--- src/rtl/debug_dump_sequencer_pkg.sv ---
// Shared types for the post-run architectural-state dump engine:
// register index type, dump space tag, FSM states and the output beat layout.
package debug_dump_sequencer_pkg;

    localparam int REG_SIZE  = 32;
    localparam int REG_IDX_W = 5;

    typedef logic [REG_IDX_W-1:0] reg_idx_t;

    typedef enum logic {
        DUMP_RF = 1'b0,
        DUMP_DM = 1'b1
    } dump_space_e;

    typedef enum logic [2:0] {
        ST_IDLE,
        ST_RF_SWEEP,
        ST_DM_SWEEP,
        ST_DRAIN,
        ST_DONE
    } dump_state_e;

    typedef struct packed {
        dump_space_e         space;
        logic [REG_SIZE-1:0] index;
        logic [REG_SIZE-1:0] data;
    } dump_beat_t;

endpackage

--- src/rtl/debug_dump_sequencer.sv ---
// Sweeps every register-file entry, then a window of data memory, through the
// pipeline debug read ports and streams one {space, index, data} beat per location.
module debug_dump_sequencer
    import debug_dump_sequencer_pkg::*;
#(
    parameter int          RF_REGS  = 32,
    parameter logic [31:0] DM_BASE  = 32'h0,
    parameter int          DM_WORDS = 16
) (
    input  logic                clk,
    input  logic                rst_n,
    input  logic                start,
    output reg_idx_t            rf_debug_addr,
    input  logic [REG_SIZE-1:0] rf_debug_data,
    output logic [REG_SIZE-1:0] df_debug_addr,
    input  logic [REG_SIZE-1:0] df_debug_data,
    output logic                out_valid,
    input  logic                out_ready,
    output logic                out_space,
    output logic [REG_SIZE-1:0] out_index,
    output logic [REG_SIZE-1:0] out_data,
    output logic                busy,
    output logic                done,
    output logic [REG_SIZE-1:0] checksum
);

    dump_state_e state, next_state;
    dump_beat_t  beat_q;
    logic [31:0] dm_cnt;
    logic        free, xfer, capture, rf_last, dm_last, launch;

    // The output slot can take a new beat when empty or when its beat leaves this edge.
    assign free    = !out_valid || out_ready;
    assign xfer    = out_valid && out_ready;
    assign launch  = (state == ST_IDLE) && start;
    assign rf_last = (rf_debug_addr == reg_idx_t'(RF_REGS - 1));
    assign dm_last = (dm_cnt == 32'(DM_WORDS - 1));

    // NOTE: all state below is updated with non-blocking assignments so every
    // register samples pre-edge values regardless of statement order.
    always_ff @(posedge clk or negedge rst_n) begin
        if (!rst_n) begin
            state <= ST_IDLE;
        end else begin
            state <= next_state;
        end
    end

    // NOTE: defaults first so no path through the case leaves a signal unassigned
    // and no latch is inferred.
    always_comb begin
        next_state = state;
        capture    = 1'b0;
        case (state)
            ST_IDLE: begin
                if (start) next_state = ST_RF_SWEEP;
            end
            ST_RF_SWEEP: begin
                if (free) begin
                    capture = 1'b1;
                    if (rf_last) next_state = (DM_WORDS == 0) ? ST_DRAIN : ST_DM_SWEEP;
                end
            end
            ST_DM_SWEEP: begin
                if (free) begin
                    capture = 1'b1;
                    if (dm_last) next_state = ST_DRAIN;
                end
            end
            ST_DRAIN: begin
                if (xfer) next_state = ST_DONE;
            end
            ST_DONE: begin
                next_state = ST_IDLE;
            end
            default: begin
                next_state = ST_IDLE;
            end
        endcase
    end

    always_ff @(posedge clk or negedge rst_n) begin
        if (!rst_n) begin
            beat_q        <= '0;
            out_valid     <= 1'b0;
            rf_debug_addr <= '0;
            df_debug_addr <= '0;
            dm_cnt        <= '0;
            checksum      <= '0;
        end else begin
            if (launch) begin
                rf_debug_addr <= '0;
                df_debug_addr <= DM_BASE;
                dm_cnt        <= '0;
            end

            if (capture) begin
                out_valid <= 1'b1;
                if (state == ST_RF_SWEEP) begin
                    beat_q <= '{space: DUMP_RF, index: 32'(rf_debug_addr), data: rf_debug_data};
                    if (!rf_last) rf_debug_addr <= rf_debug_addr + 1'b1;
                end else begin
                    beat_q <= '{space: DUMP_DM, index: df_debug_addr, data: df_debug_data};
                    if (!dm_last) begin
                        df_debug_addr <= df_debug_addr + 32'd4;
                        dm_cnt        <= dm_cnt + 32'd1;
                    end
                end
            end else if (xfer) begin
                out_valid <= 1'b0;
            end

            // A launch only happens from IDLE, where the slot is always empty.
            if (launch) begin
                checksum <= '0;
            end else if (xfer) begin
                checksum <= checksum ^ beat_q.data;
            end
        end
    end

    assign out_space = beat_q.space;
    assign out_index = beat_q.index;
    assign out_data  = beat_q.data;
    assign busy      = (state == ST_RF_SWEEP) || (state == ST_DM_SWEEP) || (state == ST_DRAIN);
    assign done      = (state == ST_DONE);

endmodule
--- config.mk ---
export PLATFORM = sky130hd
export DESIGN_NAME = debug_dump_sequencer
export DESIGN_NICKNAME = d
export VERILOG_FILES = /design/src/rtl/debug_dump_sequencer_pkg.sv /design/src/rtl/debug_dump_sequencer.sv
export SDC_FILE = /design/constraint.sdc
export NUM_CORES = 1
export LEC_CHECK = 0
export ABC_CLOCK_PERIOD_IN_PS = 1900
export CAP_MARGIN = 10
export CORE_MARGIN = 3
export CORE_UTILIZATION = 44
export DETAILED_ROUTE_END_ITERATION = 12
export PLACE_DENSITY_LB_ADDON = 0.12
export SKIP_LAST_GASP = 1
export SYNTH_ARGS = -nofsm -noshare
export SYNTH_HDL_FRONTEND = slang
export SYNTH_SLANG_ARGS = --single-unit
--- constraint.sdc ---
create_clock -name clk -period 1.9 [get_ports clk]
set_clock_uncertainty 0.15 [all_clocks]
set_input_delay 0.475 -clock clk [delete_from_list [all_inputs] [get_ports clk]]
set_output_delay 0.475 -clock clk [all_outputs]
set_load 0.1 [all_outputs]
# After elaboration in Yosys (flattened, before gate mapping)
# Index checks and enable logic that the tools add are counted.
dict set report totals {
  inputBits 68
  regBits 170
  wordCells 62
}
dict set report classes {
  n_bitwise 1
  eq_ne 12
  n_reduce_logical 11
  muxes 26
  n_addsub 3
}
# operator count
set op_table {}
lappend op_table {{2-to-1 mux 32 bit} 10}
lappend op_table {{2-to-1 mux 65 bit} 1}
lappend op_table {{adder 32 x 1 -> 32 bit, second input constant} 1}
lappend op_table {{adder 32 x 3 -> 32 bit, second input constant} 1}
lappend op_table {{equality test 32 x 4 -> 1 bit, second input constant} 1}
lappend op_table {{bitwise XOR 32 bit} 1}
lappend op_table {{2-to-1 mux 5 bit} 4}
lappend op_table {{2-to-1 mux 3 bit} 6}
lappend op_table {{!= test 2 bit, second input constant} 6}
lappend op_table {{one-hot mux 3 bit (4 select lines)} 1}
lappend op_table {{equality test 3 x 2 -> 1 bit, second input constant} 2}
lappend op_table {{AND reduction 6 bit} 1}
lappend op_table {{adder 5 x 1 -> 5 bit, second input constant} 1}
lappend op_table {{equality test 5 bit, second input constant} 1}
lappend op_table {{2-to-1 mux 1 bit} 4}
lappend op_table {{nonzero test 2 bit} 2}
lappend op_table {{equality test 3 x 1 -> 1 bit, second input constant} 1}
lappend op_table {{equality test 3 bit, second input constant} 1}
lappend op_table {{logical NOT 3 bit} 1}
lappend op_table {{logical OR 1 bit} 3}
lappend op_table {{logical AND 1 bit} 2}
lappend op_table {{OR reduction 2 bit} 1}
lappend op_table {{logical NOT 1 bit} 1}

# Longest topological paths before layout
# Gate-level depths: netlist of the first run.
dict set report depth {
  depth_word 6
  depth_mapped 7
  ltp_nobuf 7
}

# Worst setup path before layout of the first run
# No wires, ideal clock.
dict set report synth_timing {
  kind {register to register}
  from {register rf_debug_addr[0]}
  to {register rf_debug_addr[3]}
  period_less_slack_ns 2.710
  n_path_buf 0
  stages_incl_launch_ff 8
  arrival_ns 2.394
  slack_ns -0.810
  cell_sequence {dfrtp_1 > ha_1 > and3_1 > ha_1 > nor4_2 > nand4_1 > nand3_1 > o21ai_0}
}
dict set report synth_via {
  elab_chain_cells 4
  elab_cells_between_ends 5
  classes_between {add/sub (1); eq/ne (1); mux (3)}
}
# element line_no
set synth_lines {}
lappend synth_lines {{start, declared} debug_dump_sequencer.sv:13} ;# output reg_idx_t rf_debug_addr,
lappend synth_lines {{start signal, assigned} debug_dump_sequencer.sv:101} ;# if (!rf_last) rf_debug_addr <= rf_debug_addr + 1'b1;
lappend synth_lines {{adder 5 x 1 -> 5 bit or equality test 5 bit (tied branches)} {debug_dump_sequencer.sv:101, debug_dump_sequencer.sv:36}}
lappend synth_lines {{2-to-1 mux 5 bit *} debug_dump_sequencer.sv:101}
lappend synth_lines {{2-to-1 mux 5 bit *} debug_dump_sequencer.sv:99} ;# if (state == ST_RF_SWEEP) begin
lappend synth_lines {{2-to-1 mux 5 bit *} debug_dump_sequencer.sv:97} ;# if (capture) begin
# Mark *: on every way between the ends. The rest lies on a longest branch, timed or not.
# A chain may end at the register's enable or synchronous reset.

# Worst setup path after layout of the first run
dict set report layout_timing {
  from {register out_valid}
  to {register dm_cnt[18]}
}
dict set report layout_via {
  elab_chain_cells 5
}
# element line_no
set layout_lines {}
lappend layout_lines {{start, declared} debug_dump_sequencer.sv:17} ;# output logic out_valid,
lappend layout_lines {{start signal, assigned} debug_dump_sequencer.sv:85} ;# out_valid <= 1'b0;
lappend layout_lines {{start signal, assigned} debug_dump_sequencer.sv:98} ;# out_valid <= 1'b1;
lappend layout_lines {{start signal, assigned} debug_dump_sequencer.sv:110} ;# out_valid <= 1'b0;
lappend layout_lines {{logical NOT 1 bit} debug_dump_sequencer.sv:33} ;# assign free = !out_valid || out_ready;
lappend layout_lines {{logical OR 1 bit} debug_dump_sequencer.sv:33}
lappend layout_lines {{2-to-1 mux 1 bit} {debug_dump_sequencer.sv:59, debug_dump_sequencer.sv:65}}
lappend layout_lines {{2-to-1 mux 1 bit} --}
lappend layout_lines {{2-to-1 mux 32 bit} debug_dump_sequencer.sv:97}
lappend layout_lines {{end signal, assigned} debug_dump_sequencer.sv:106} ;# dm_cnt <= dm_cnt + 32'd1;
lappend layout_lines {{end, declared} debug_dump_sequencer.sv:29} ;# logic [31:0] dm_cnt;
# No other way between the ends.

==> results of run 1 <==
==> power groups by stage <==
stage	clock (uW)	sequential [uW]	combinational, uW
after floorplan	0	9520	1090
after global placement	0	5250	9290
after detailed placement	0	5280	9430
after CTS	3460	5250	9520
after global routing	3650	5350	10100
final	3490	5260	9730
==> routing by layer <==
metal,track usage [%],part of all wire (%),vias to the layer above
li1,-,-,3324
met1,33.93,36,3954
met2,50.19,52,396
met3,9.361,7.7,93
met4,10.21,4.0,2
met5,0,0.044,-
==> kinds of logic (layout without fill, tap and decap cells) <==
family | count (synthesis) | count (layout) | synth area share (%)
AND/OR/NAND/NOR | 246 | 246 | 16.18
flip-flops | 170 | 170 | 55.56
AO/OA/AOI/OAI | 149 | 149 | 15.80
buffers and inverters | 92 | 455 | 4.739
XOR/XNOR | 41 | 41 | 4.690
multiplexers | 18 | 18 | 2.370
adder cells (fa/ha/maj) | 4 | 4 | 0.6537
==> cells in the final DEF, fill, tap and decap left out, types with 5 or more instances in the layout <==
cell type,n
nand3_2,5
nor2_1,50
nor2_4,7
buf_4,98
dfrtp_2,11
a21oi_1,7
mux2i_1,17
buf_6,46
and3_1,6
nor4_2,7
o211ai_1,19
dfrtp_1,138
clkbuf_16,22
a22o_1,26
o2111ai_4,7
xor2_1,38
nand3_1,23
o21ai_1,5
buf_12,153
a222oi_1,37
nand4_1,17
nand3_4,6
o21ai_0,10
clkdlybuf4s50_1,65
inv_1,49
dfrtp_4,21
o31ai_1,11
or3_1,9
nand2_1,72
buf_8,5
==> critical path, cell delays in order, from the launching register on <==
cell and delay (ns):
dfrtp_4 0.48, nor2b_4 0.15, nor4b_4 0.25, buf_6 0.17
buf_12 0.13, o21ai_4 0.09, buf_6 0.15, or4_1 0.46
nand2_1 0.12
==> flip-flops by register name (all words and copies together), names as in the netlist <==
signal / cells
checksum: 32
df_debug_addr: 32
dm_cnt: 32
out_data: 32
out_index: 32
out_space: 1
out_valid: 1
rf_debug_addr: 5
state: 3
==> final timing paths <==
kind,from,to,slack [ns],cells past startpoint
setup / recovery,out_valid,dm_cnt[18],-0.31,8
hold / removal,rst_n,out_index[26],0.35,2
setup reg to reg,out_valid,dm_cnt[18],-0.31,8
hold reg to reg,dm_cnt[6],dm_cnt[6],0.39,1
max in group asynchronous,rst_n,checksum[4],0.62,3
min in group clk,dm_cnt[6],dm_cnt[6],0.39,1
==> per-stage QoR <==
stage	setup WS, ns	std cells	power, uW	setup TNS, ns	util, %
after CTS	-0.1641	1276	18230	-8.047	81.07
after global routing	-0.3549	1303	19060	-16.15	84.78
after global placement	-0.5926	1217	14530	-60.50	74.12
after detailed placement	-0.6383	1217	14710	-68.46	74.12
after floorplan	-0.2679	720	10610	-10.40	-
final	-0.3118	1303	18480	-9.561	84.78
==> timing repair <==
action / in CTS / in global routing
gates cloned: 4 / 7
hold buffers: 1 / 0
endpoints found under the setup margin: 111 / 168
endpoints found under the hold margin: 31 / 0
gates resized for setup: 70 / 84
setup buffers: 23 / 22
pin swaps: 27 / 42
==> synthesized netlist by cell type, drive strengths merged (3+ instances only) <==
cell     instances
and2             3
and4             3
dfrtp          170
buf             15
a21oi           10
mux2i           17
nand3           34
nand4           18
o21ai           18
a211oi           3
and3             8
nor2            57
o2111ai          9
a22o            26
o211ai          19
a222oi          37
nand2           78
nor4            15
xor2            40
or3              9
clkbuf          28
nor2b            4
ha               4
or4              4
o31ai           16
nor3             3
inv             49
nand2b           4
==> area by class of cell <==
cell class | instances | share of cell area [%]
clock buffers | 23 | 3.352
well taps | 220 | 1.930
clock inverters | 8 | 0.6669
multi-input cells | 458 | 25.71
inverters | 49 | 1.290
repair buffers | 375 | 36.57
flip-flops and latches | 170 | 30.48
==> impl_metrics.env, run 1 <==
export IMPL_power_frac_clock_pct=18.9
export IMPL_seq_power_share_pct=28.5
export IMPL_final_seq_area_um2=4347
export IMPL_grt_pass1_wl_um=42600
export IMPL_multiInputGateArea_um2=3666
export IMPL_grt_overflow_total=0
export IMPL_synthFlopType="dfrtp_1"
export IMPL_ys_types=53
export IMPL_clockBufferDepth=2
export IMPL_drt_wl_total_um=29810
export IMPL_dpl_cell_area_um2=12470
export IMPL_holdCritPathClass="in2async"
export IMPL_relSlewSlack_pct=66.55
export IMPL_synth_warnings=0
export IMPL_grt_antenna_before_repair=1
export IMPL_num_rows=47
export IMPL_area_growth_pct=86.24
export IMPL_swShare_pct=46.95
export IMPL_tightest_slew_ns=0.4975
export IMPL_status="finished with violations"
export IMPL_start_util_pct=45.52
export IMPL_routed_via_density=5.962
export IMPL_critPathArrivalTime_ns=2.43
export IMPL_design_area_um2=14260
export IMPL_gp_congestion=0.8944
export IMPL_power_leakage_uw=0.006412
export IMPL_setup_violations=68
export IMPL_dp_hpwl_um=17850
export IMPL_p_int_uw=9801
export IMPL_die_h_um=137.9
export IMPL_clockRootBuffer="clkbuf_16"
export IMPL_slew_violations=0
export IMPL_drive_gt1_share_pct=41.83
export IMPL_fin_crit_sh_pct=116.4
export IMPL_vias=7769
export IMPL_violations="setup timing"
export IMPL_criticalPathCategory="reg2reg"
export IMPL_drtIter0Drc=879
export IMPL_syn_nets=792
export IMPL_synth_seq_cells=170
export IMPL_worst_setup_path_end_kind="flip-flop"
export IMPL_post_drt_wl_per_cell_um=22.88
export IMPL_synth_edff_count=0
export IMPL_period_minus_slack_ns=2.212
export IMPL_switching_power_uw=8674
export IMPL_grt_pass1_vias=8026
export IMPL_start_kind="flip-flop"
export IMPL_fp_coreArea_um2=16820
export IMPL_cts_sinks=170
export IMPL_fp_dieW_um=137.9
export IMPL_syn_cell_area_um2=7656
export IMPL_synth_area_leaders="dfrtp_1 (56%), a222oi_1 (4.8%), xor2_1 (4.6%)"
export IMPL_nets=1143
export IMPL_nFillCells=797
export IMPL_insertion_delay_ns=0.43
export IMPL_grt_max_degree=54
export IMPL_synth_avg_cell_area_um2=10.63
export IMPL_finalHoldViolCount=0
export IMPL_fmax_mhz=452.1
export IMPL_power_density_nw_per_um2=1296
export IMPL_synth_cells=720
export IMPL_ios=205
export IMPL_dieArea_um2=19020
export IMPL_synthArstFlopShare_pct=100.0
export IMPL_p_comb_share_pct=52.7
export IMPL_timing_hold_ws_ns=0.3537
export IMPL_cts_buffers=17
export IMPL_fin_ws_ns=-0.3118
export IMPL_synth_top_cell_by_area="dfrtp_1"
export IMPL_clk_pin_slew_ns=0.06
export IMPL_seq_area_frac_synth_pct=55.56
export IMPL_cp_data_required_time_ns=2.11
export IMPL_ant_nets=0
export IMPL_grt_usage_pct=29.01
export IMPL_diodes=0
export IMPL_maxCapViolCount=0
export IMPL_crit_path_max_fanout=6
export IMPL_ir_worst_vdd_mv=1.416
export IMPL_drc_errors=0
export IMPL_io_buffer_count=204
export IMPL_cts_tree="yes"
export IMPL_dr_pass1_iters=6
export IMPL_post_synth_top_area_fraction_pct=55.56
export IMPL_htree_levels=4
export IMPL_rsz0062_at_grt="yes"
No activity file was read; power rests on OpenSTA's default activity.
==> run 2, diff against run 1 <==
Settings changed: CORE_UTILIZATION 44 to 35.
==> impl_metrics.env, run 2 (synthesized netlist as in run 1, its figures left out) <==
export IMPL_status="finished with violations"
export IMPL_violations="setup timing"
export IMPL_finalHoldViolCount=0
export IMPL_layout_common_cells="buf_12 (151), dfrtp_1 (140), buf_4 (102)"
export IMPL_ios=205
export IMPL_final_seq_area_um2=4344
export IMPL_tightest_slew_ns=0.3973
export IMPL_holdCritPathClass="in2async"
export IMPL_die_h_um=153.9
export IMPL_vias=6964
export IMPL_p_int_uw=9893
export IMPL_fp_dieW_um=153.9
export IMPL_io_buffer_count=204
export IMPL_switching_power_uw=8462
export IMPL_fin_crit_sh_pct=109.1
export IMPL_start_kind="flip-flop"
export IMPL_seq_power_share_pct=28.4
export IMPL_clockBufferDepth=2
export IMPL_crit_path_max_fanout=5
export IMPL_num_rows=53
export IMPL_grt_antenna_before_repair=1
export IMPL_htree_levels=4
export IMPL_ir_worst_vdd_mv=1.153
export IMPL_ff2ff_path_depth=8
export IMPL_worst_setup_path_end_kind="flip-flop"
export IMPL_maxCapViolCount=0
export IMPL_timing_hold_ws_ns=0.3603
export IMPL_p_total_uw=18360
export IMPL_finalNonFillerCells=1348
export IMPL_clk_pin_slew_ns=0.06
export IMPL_p_comb_share_pct=51.4
export IMPL_period_minus_slack_ns=2.074
export IMPL_diodes=0
export IMPL_grt_overflow_total=0
export IMPL_dieArea_um2=23690
export IMPL_start_util_pct=35.97
export IMPL_grt_pass1_vias=7076
export IMPL_slew_violations=0
export IMPL_cts_tree="yes"
export IMPL_gp_congestion=0.8351
export IMPL_cp_data_required_time_ns=2.07
export IMPL_drt_wl_total_um=23820
export IMPL_dp_cells=1286
export IMPL_routed_via_density=5.166
export IMPL_layout_commonest_cell="buf_12"
export IMPL_grt_pass1_wl_um=38610
export IMPL_setup_violations=64
export IMPL_cts_buffers=17
export IMPL_power_leakage_uw=0.006316
export IMPL_power_density_nw_per_um2=1303
export IMPL_drive_gt1_share_pct=41.19
export IMPL_grt_max_degree=42
export IMPL_fin_ws_ns=-0.1735
export IMPL_area_growth_pct=83.94
export IMPL_nets=1133
export IMPL_ant_nets=0
export IMPL_fmax_mhz=482.3
export IMPL_grt_usage_pct=20.30
export IMPL_clockRootBuffer="clkbuf_16"
export IMPL_insertion_delay_ns=0.43
export IMPL_fp_coreArea_um2=21290
export IMPL_dr_pass1_iters=7
export IMPL_critPathArrivalTime_ns=2.24
export IMPL_dp_hpwl_um=17000
export IMPL_post_drt_wl_per_cell_um=17.67
export IMPL_cts_sinks=170
export IMPL_drc_errors=0
export IMPL_nFillCells=1614
export IMPL_swShare_pct=46.10
export IMPL_relSlewSlack_pct=73.29
export IMPL_rsz0062_at_grt="yes"
export IMPL_power_frac_clock_pct=20.2
export IMPL_criticalPathCategory="reg2reg"
export IMPL_multiInputGateArea_um2=3601
export IMPL_drtIter0Drc=465
[run 2: cell count changes in the layout (fill, tap and decap cells not counted), sizes merged]
cell	delta
inv	+3
bufinv	+2
clkinv	+1
clkinvlp	-1
buf	-6
clkbuf	-9
[run 2: worst paths after layout]
path | from | to | slack, ns
max in group asynchronous | rst_n | dm_cnt[24] | 0.71
max | dm_cnt[31] | dm_cnt[7] | -0.17
max reg2reg | dm_cnt[31] | dm_cnt[7] | -0.17
min reg2reg | df_debug_addr[26] | df_debug_addr[26] | 0.40
min | rst_n | out_index[25] | 0.36
min in group clk | df_debug_addr[26] | df_debug_addr[26] | 0.40
[run 2: critical path, stage by stage (launching register included)]
cell,delay (ns)
dfrtp_1,0.40
nor4_2,0.28
buf_4,0.18
nand4_4,0.20
o21ai_4,0.30
buf_6,0.15
buf_6,0.10
nor4_1,0.04
o21a_1,0.16
[run 2: area by class of cell]
cell class	instances	area share, %
timing repair buffer	365	35.41
sequential	170	30.85
multi-input combinational	458	25.57
clock inverter	13	1.377
clock buffer	18	3.048
tap	275	2.443
inverter	49	1.306
[run 2: through the flow]
step | setup slack, ns | TNS [ns] | area (um2) | utilization (%)
3_5_place_dp | -0.7326 | -81.30 | 12640 | 59.38
5_1_grt | -0.2795 | -13.36 | 14080 | 66.16
6_report | -0.1735 | -5.323 | 14080 | 66.16
3_3_place_gp | -0.6952 | -77.89 | 12640 | 59.38
2_1_floorplan | -0.2679 | -10.40 | 7968 | -
4_1_cts | -0.1523 | -3.882 | 13770 | 64.68
[run 2: power groups by stage]
stage | Sequential [uW] | Combinational (uW) | Clock [uW]
final | 5220 | 9430 | 3710
after detailed placement | 5270 | 9370 | 0
after floorplan | 9520 | 1090 | 0
after CTS | 5230 | 9440 | 3810
after global placement | 5250 | 9330 | 0
after global routing | 5320 | 9800 | 3950
[run 2: what timing repair did]
action | in CTS | in global routing
endpoints found under the hold margin | 27 | 0
setup endpoints to repair | 142 | 156
setup buffers | 17 | 13
gates resized for setup | 76 | 50
gates cloned | 2 | 1
pin swaps | 35 | 33
hold buffers | 1 | 0
[run 2: per-layer routing]
layer	vias to the layer above	GRT usage (%)	part of all wire, %
li1	3321	-	-
met1	3401	25.13	40
met2	216	34.34	50
met3	24	7.036	7.9
met4	2	4.794	1.4
met5	-	0	0.029
